===== src/rtl/arb_pkg.sv =====
// Shared sizing and FSM state encoding for the round-robin index arbiter.
package arb_pkg;
    localparam int NUM_REQ = 8;
    localparam int IDX_W   = 3;

    typedef enum logic {
        IDLE  = 1'b0,
        GRANT = 1'b1
    } state_e;
endpackage


===== src/rtl/rr_pick.sv =====
// Rotating-priority search: first set request bit at or after ptr, wrapping modulo NUM_REQ.
module rr_pick #(
    parameter int NUM_REQ = arb_pkg::NUM_REQ,
    parameter int IDX_W   = arb_pkg::IDX_W
) (
    input  logic [NUM_REQ-1:0] req,
    input  logic [IDX_W-1:0]   ptr,
    output logic               found,
    output logic [IDX_W-1:0]   idx
);
    import arb_pkg::*;

    logic [IDX_W-1:0] cand;

    // Walk offsets from farthest to nearest so the nearest hit is the one kept.
    always_comb begin
        found = 1'b0;
        idx   = '0;
        cand  = '0;
        for (int k = NUM_REQ - 1; k >= 0; k--) begin
            cand = ptr + IDX_W'(k);
            if (req[cand]) begin
                found = 1'b1;
                idx   = cand;
            end
        end
    end
endmodule


===== src/rtl/rr_index_arbiter.sv =====
// Round-robin arbiter presenting a registered winner index with a valid/ready handshake.
//   state | meaning
//   IDLE  | no grant outstanding, grant_valid low
//   GRANT | grant_idx valid, holding until grant_ready
module rr_index_arbiter #(
    parameter int NUM_REQ = arb_pkg::NUM_REQ,
    parameter int IDX_W   = arb_pkg::IDX_W
) (
    input  logic               clk,
    input  logic               rst,
    input  logic [NUM_REQ-1:0] req,
    input  logic               grant_ready,
    output logic               grant_valid,
    output logic [IDX_W-1:0]   grant_idx,
    output logic [IDX_W-1:0]   ptr
);
    import arb_pkg::*;

    state_e           state_q, state_d;
    logic [IDX_W-1:0] ptr_q, ptr_d;
    logic [IDX_W-1:0] idx_q, idx_d;
    logic [IDX_W-1:0] search_ptr;
    logic [IDX_W-1:0] pick_idx;
    logic             pick_found;
    logic             handshake;

    assign handshake = (state_q == GRANT) && grant_ready;

    // On handshake the next winner is searched from the already-advanced pointer.
    assign search_ptr = handshake ? (idx_q + IDX_W'(1)) : ptr_q;

    rr_pick #(
        .NUM_REQ (NUM_REQ),
        .IDX_W   (IDX_W)
    ) u_pick (
        .req   (req),
        .ptr   (search_ptr),
        .found (pick_found),
        .idx   (pick_idx)
    );

    always_comb begin
        state_d = state_q;
        ptr_d   = ptr_q;
        idx_d   = idx_q;
        case (state_q)
            IDLE: begin
                if (pick_found) begin
                    state_d = GRANT;
                    idx_d   = pick_idx;
                end
            end
            GRANT: begin
                if (handshake) begin
                    ptr_d = search_ptr;
                    if (pick_found) begin
                        idx_d = pick_idx;
                    end else begin
                        state_d = IDLE;
                    end
                end
            end
            default: state_d = IDLE;
        endcase
    end

    always_ff @(posedge clk or posedge rst) begin
        if (rst) begin
            state_q <= IDLE;
            ptr_q   <= '0;
            idx_q   <= '0;
        end else begin
            state_q <= state_d;
            ptr_q   <= ptr_d;
            idx_q   <= idx_d;
        end
    end

    assign grant_valid = (state_q == GRANT);
    assign grant_idx   = idx_q;
    assign ptr         = ptr_q;
endmodule


===== config.mk =====
export PLATFORM = sky130hd
export DESIGN_NAME = rr_index_arbiter
export DESIGN_NICKNAME = d
export VERILOG_FILES = /design/src/rtl/arb_pkg.sv /design/src/rtl/rr_pick.sv /design/src/rtl/rr_index_arbiter.sv
export SDC_FILE = /design/constraint.sdc
export NUM_CORES = 1
export LEC_CHECK = 0
export CAP_MARGIN = 40
export CORE_MARGIN = 1
export CORE_UTILIZATION = 48
export CTS_CLUSTER_SIZE = 40
export DETAILED_ROUTE_END_ITERATION = 12
export HOLD_SLACK_MARGIN = 0.02
export PLACE_DENSITY = 0.76
export SYNTH_ARGS = -nofsm -noshare
export SYNTH_HDL_FRONTEND = slang
export SYNTH_SLANG_ARGS = --single-unit

===== constraint.sdc =====
create_clock -name clk -period 2.9 [get_ports clk]
set_input_delay 0.58 -clock clk [delete_from_list [all_inputs] [get_ports clk]]
set_output_delay 0.58 -clock clk [all_outputs]
set_load 0.05 [all_outputs]

==> impl.org <==
** Cells and area
- The repair_antennas step left the layout with diodes totalling 0.
- Post-route cell area :: between 1500 and 2000 um^2
- Of the cells placed in the final design, the portion with a size suffix greater than 1 is 0.443.
- From synthesis to final layout, the design area changed by 56.8%.
- Fill count :: roughly 150
- In the final design database the tool counted between 200 and 250 nets.

** Clocking
- In this run, post-CTS hold repair placed 0 buffers.
- Root buffer selected by CTS :: sky130_fd_sc_hd__clkbuf_4
- Count of H-tree levels built during CTS :: 1
- The clock net in this run drives a total of 7 sinks.
- Clock transition at the registers of the reported paths :: roughly 0.050 ns
- Number of buffers on the longest clock path :: 2
- Buffers inserted during clock tree synthesis total 3.
- The later pin in the worst-skew pair is clocked with a latency of between 0.2 and 0.3 ns.
- Clock tree from TritonCTS :: yes

** Die
- The floorplan has 17 rows.
- Floorplan core area :: between 2000 and 2500 um^2
- For this configuration, the core starts out at a cell density of 0.509.
- I/O pins :: 18
- The floorplan step defined a die boundary enclosing approximately 2500 um^2.
- From bottom edge to top edge, the die measures around 50 um.
- In this run the horizontal extent of the chip is 50.4 um.

** Global routing
- The first global-routing pass estimated roughly 5.7 mm of wire.
- GRT Residual Overflow :: 0
- Initial antenna violation count :: 0
- Entering global routing, the biggest net connects 12 pins.
- Via count of the first global-routing pass :: about 1200
- In the global route stage, overall resource usage came out at 0.295.

** STA
- RSZ-0062 raised after global routing :: true
- Number of hold violations in the final report :: 0
- Worst hold slack :: approximately 0.55 ns
- Number of pins with negative max-slew slack in the final report :: 0
- Remaining max-slew budget at the tightest pin :: 0.667
- At the pin with the least slew margin, the transition time is around 0.5 ns.
- In the finished design, the share of the clock period the worst path needs comes to 0.980.
- Clock skew on the completed layout was measured at between 0.0002 and 0.00025 ns.
- Number of setup violations in the final report :: 0
- For this run, the top clock speed supported by timing is between 300 and 400 MHz.
- Subtracting the final worst setup slack from the clock period gives 2.84 ns.

** Placement
- Cell area after placement :: 1690 um^2
- Detail Placement HPWL :: approximately 2.8 mm
- Input and output buffers added on the ports amount to 17.
- Final weighted congestion in routability-driven placement :: approximately 0.9

** Yosys
- Primary flip-flop cell chosen by synthesis mapping :: sky130_fd_sc_hd__dfrtp_1
- Synth async-reset ratio :: 1.00
- In this run, synthesis inferred 0 flip-flops with an integrated enable.
- Syn Nets :: about 140
- Part of the Yosys area used for sequential elements :: 0.156
- Post-synthesis instance total :: about 130
- In this run, synthesis produced a sequential element count of 7.
- Number of warnings reported in the yosys synthesis log :: 0
- Mean instance size in the synthesized netlist :: approximately 9 um^2
- Post-synthesis cell area :: roughly 1100 um^2
- Counting distinct cell types in the post-synthesis netlist gives 45.

** Critical path
- For this run, the slowest stage of the critical path takes about 0.45 ns.
- CP arrival :: just under 3 ns
- Req. time, crit path :: about 3.0 ns
- The most critical setup path has its startpoint at grant_idx[0]$_DFFE_PP0P_.
- Of all nets on the critical path, the largest fanout is 5.
- Setup crit end kind :: register
- The critical path is of the register to register type.
- STA classifies the critical path startpoint as a register.
- Start of the worst register-to-register path :: grant_idx[0]$_DFFE_PP0P_
- Traced cell by cell, the critical path runs through ha_4 -> mux2i_4 -> inv_2 -> ha_4 -> mux4_2 -> nor2_1 -> nand3_1 -> or2_2 -> nand2_1 -> mux2_2.
- Cell occurring most often along the worst timing path :: sky130_fd_sc_hd__ha_4
- Slowest stage cell on the critical path :: sky130_fd_sc_hd__dfrtp_2

** Status
- The flow ran to the end, and the final reports show no timing, DRC or antenna violations.

** Detailed routing
- Drt total wl :: 3.62 mm
- Number of nets still failing antenna checks after routing :: 0
- For this run, the detailed router's first-pass iteration total came to 4.
- After detailed routing, the average wire length per cell comes to approximately 16 um.
- The detailed router finished its first iteration with about 80 violations.
- For this run, design rule violations remaining after detail routing come to 0.
- Across all layers, the routed design uses ~1300 vias.
- Via-to-Cell Ratio :: approximately 6

** Worst hold path
- In this run the worst hold path is classified as input pin to asynchronous set/reset pin.

** Run
- Max cap viols :: 0
[worst max-delay path, delay by kind of cell (launching register included)]
| kind | cells | cell delay, ns |
|---|---|---|
| adders and majority gates | 2 | 0.55 |
| muxes | 3 | 0.84 |
| and+or+nand+nor | 4 | 0.81 |
| DFF | 1 | 0.45 |
| buffers and inverters | 1 | 0.07 |
[metal layers]
| metal | track usage | share of wire |
|---|---|---|
| met4 | 0.0787 | 0.0064 |
| met2 | 0.502 | 0.51 |
| met1 | 0.391 | 0.43 |
| met5 | 0 | 0 |
| met3 | 0.0364 | 0.050 |
[sequential cells by signal (all words and copies together) (netlist names)]
| name | count |
|---|---|
| grant_idx | 3 |
| grant_valid | 1 |
| ptr | 3 |
[logic make-up (layout without fill, tap and decap cells)]
group	count (synthesis)	count (layout)	synth area share
mux	34	34	0.361
fa+ha+maj	2	2	0.0222
simple gates	32	32	0.160
buf+inv	11	77	0.0489
compound gates	35	35	0.207
xor+xnor	5	5	0.0456
flops	7	7	0.156
[timing repair]
item / CTS / global route
pin swaps: 1 / 4
setup buffers: 0 / 4
setup endpoints to repair: 4 / 3
resized for setup: 6 / 3
[worst paths after layout]
path                                       endpoint  slack (ns)  depth (start not counted)
hold reg to reg            grant_idx[0]$_DFFE_PP0P_        0.58                          1
min in group clk           grant_idx[0]$_DFFE_PP0P_        0.58                          1
setup / recovery           grant_idx[2]$_DFFE_PP0P_        0.06                         10
max in group asynchronous  grant_idx[1]$_DFFE_PP0P_        2.11                          2
hold / removal                   ptr[0]$_DFFE_PP0P_        0.55                          2
setup reg to reg           grant_idx[2]$_DFFE_PP0P_        0.06                         10
[cells in the final DEF (no fill, tap or decap), types with 4 or more instances in the layout]
master                            count
sky130_fd_sc_hd__buf_4               48
sky130_fd_sc_hd__mux2i_1             16
sky130_fd_sc_hd__clkdlybuf4s50_1     16
sky130_fd_sc_hd__a21oi_1             12
sky130_fd_sc_hd__mux2_2               9
sky130_fd_sc_hd__nor2_1               9
sky130_fd_sc_hd__nand2_1              5
sky130_fd_sc_hd__inv_1                5
sky130_fd_sc_hd__mux4_2               4
sky130_fd_sc_hd__nand3_1              4
sky130_fd_sc_hd__o21ai_0              4
sky130_fd_sc_hd__nand2b_1             4
sky130_fd_sc_hd__dfrtp_2              4
[area by class of cell]
cell class                 count  area (um^2)  area share
timing repair buffer          65          526       0.298
tap                           28         35.0      0.0198
sequential                     7          180       0.102
clock buffer                   4         26.3      0.0149
multi-input combinational    108          963       0.546
inverter                       8         35.0      0.0198
[per-stage QoR]
step / setup TNS, ns / util / setup WS [ns] / std cells
3_3_place_gp: -1.84 / 0.764 / -0.545 / 212
5_1_grt: -0.0349 / 0.798 / -0.0315 / 220
2_1_floorplan: -0.0864 / - / -0.0864 / 126
6_report: 0 / 0.798 / 0.0576 / 220
4_1_cts: 0 / 0.782 / 0.0128 / 216
3_5_place_dp: -2.07 / 0.764 / -0.599 / 212
[cell usage after synthesis, drive strengths merged, types with 3 or more instances]
| master | number | area, um^2 |
|---|---|---|
| mux4 | 4 | 90.1 |
| mux2i | 20 | 204 |
| a21oi | 12 | 60.1 |
| nand2 | 6 | 25.0 |
| nor2 | 11 | 60.1 |
| nand3 | 4 | 20.0 |
| mux2 | 10 | 113 |
| dfrtp | 7 | 175 |
| xnor2 | 4 | 42.6 |
| a21o | 3 | 22.5 |
| o21ai | 4 | 20.0 |
| a31oi | 3 | 18.8 |
| nand2b | 4 | 25.0 |
| inv | 8 | 35.0 |
Power is left out: the tool's default activity adds up to more than one toggle a clock period on the data nets, which glitch-free logic cannot reach.
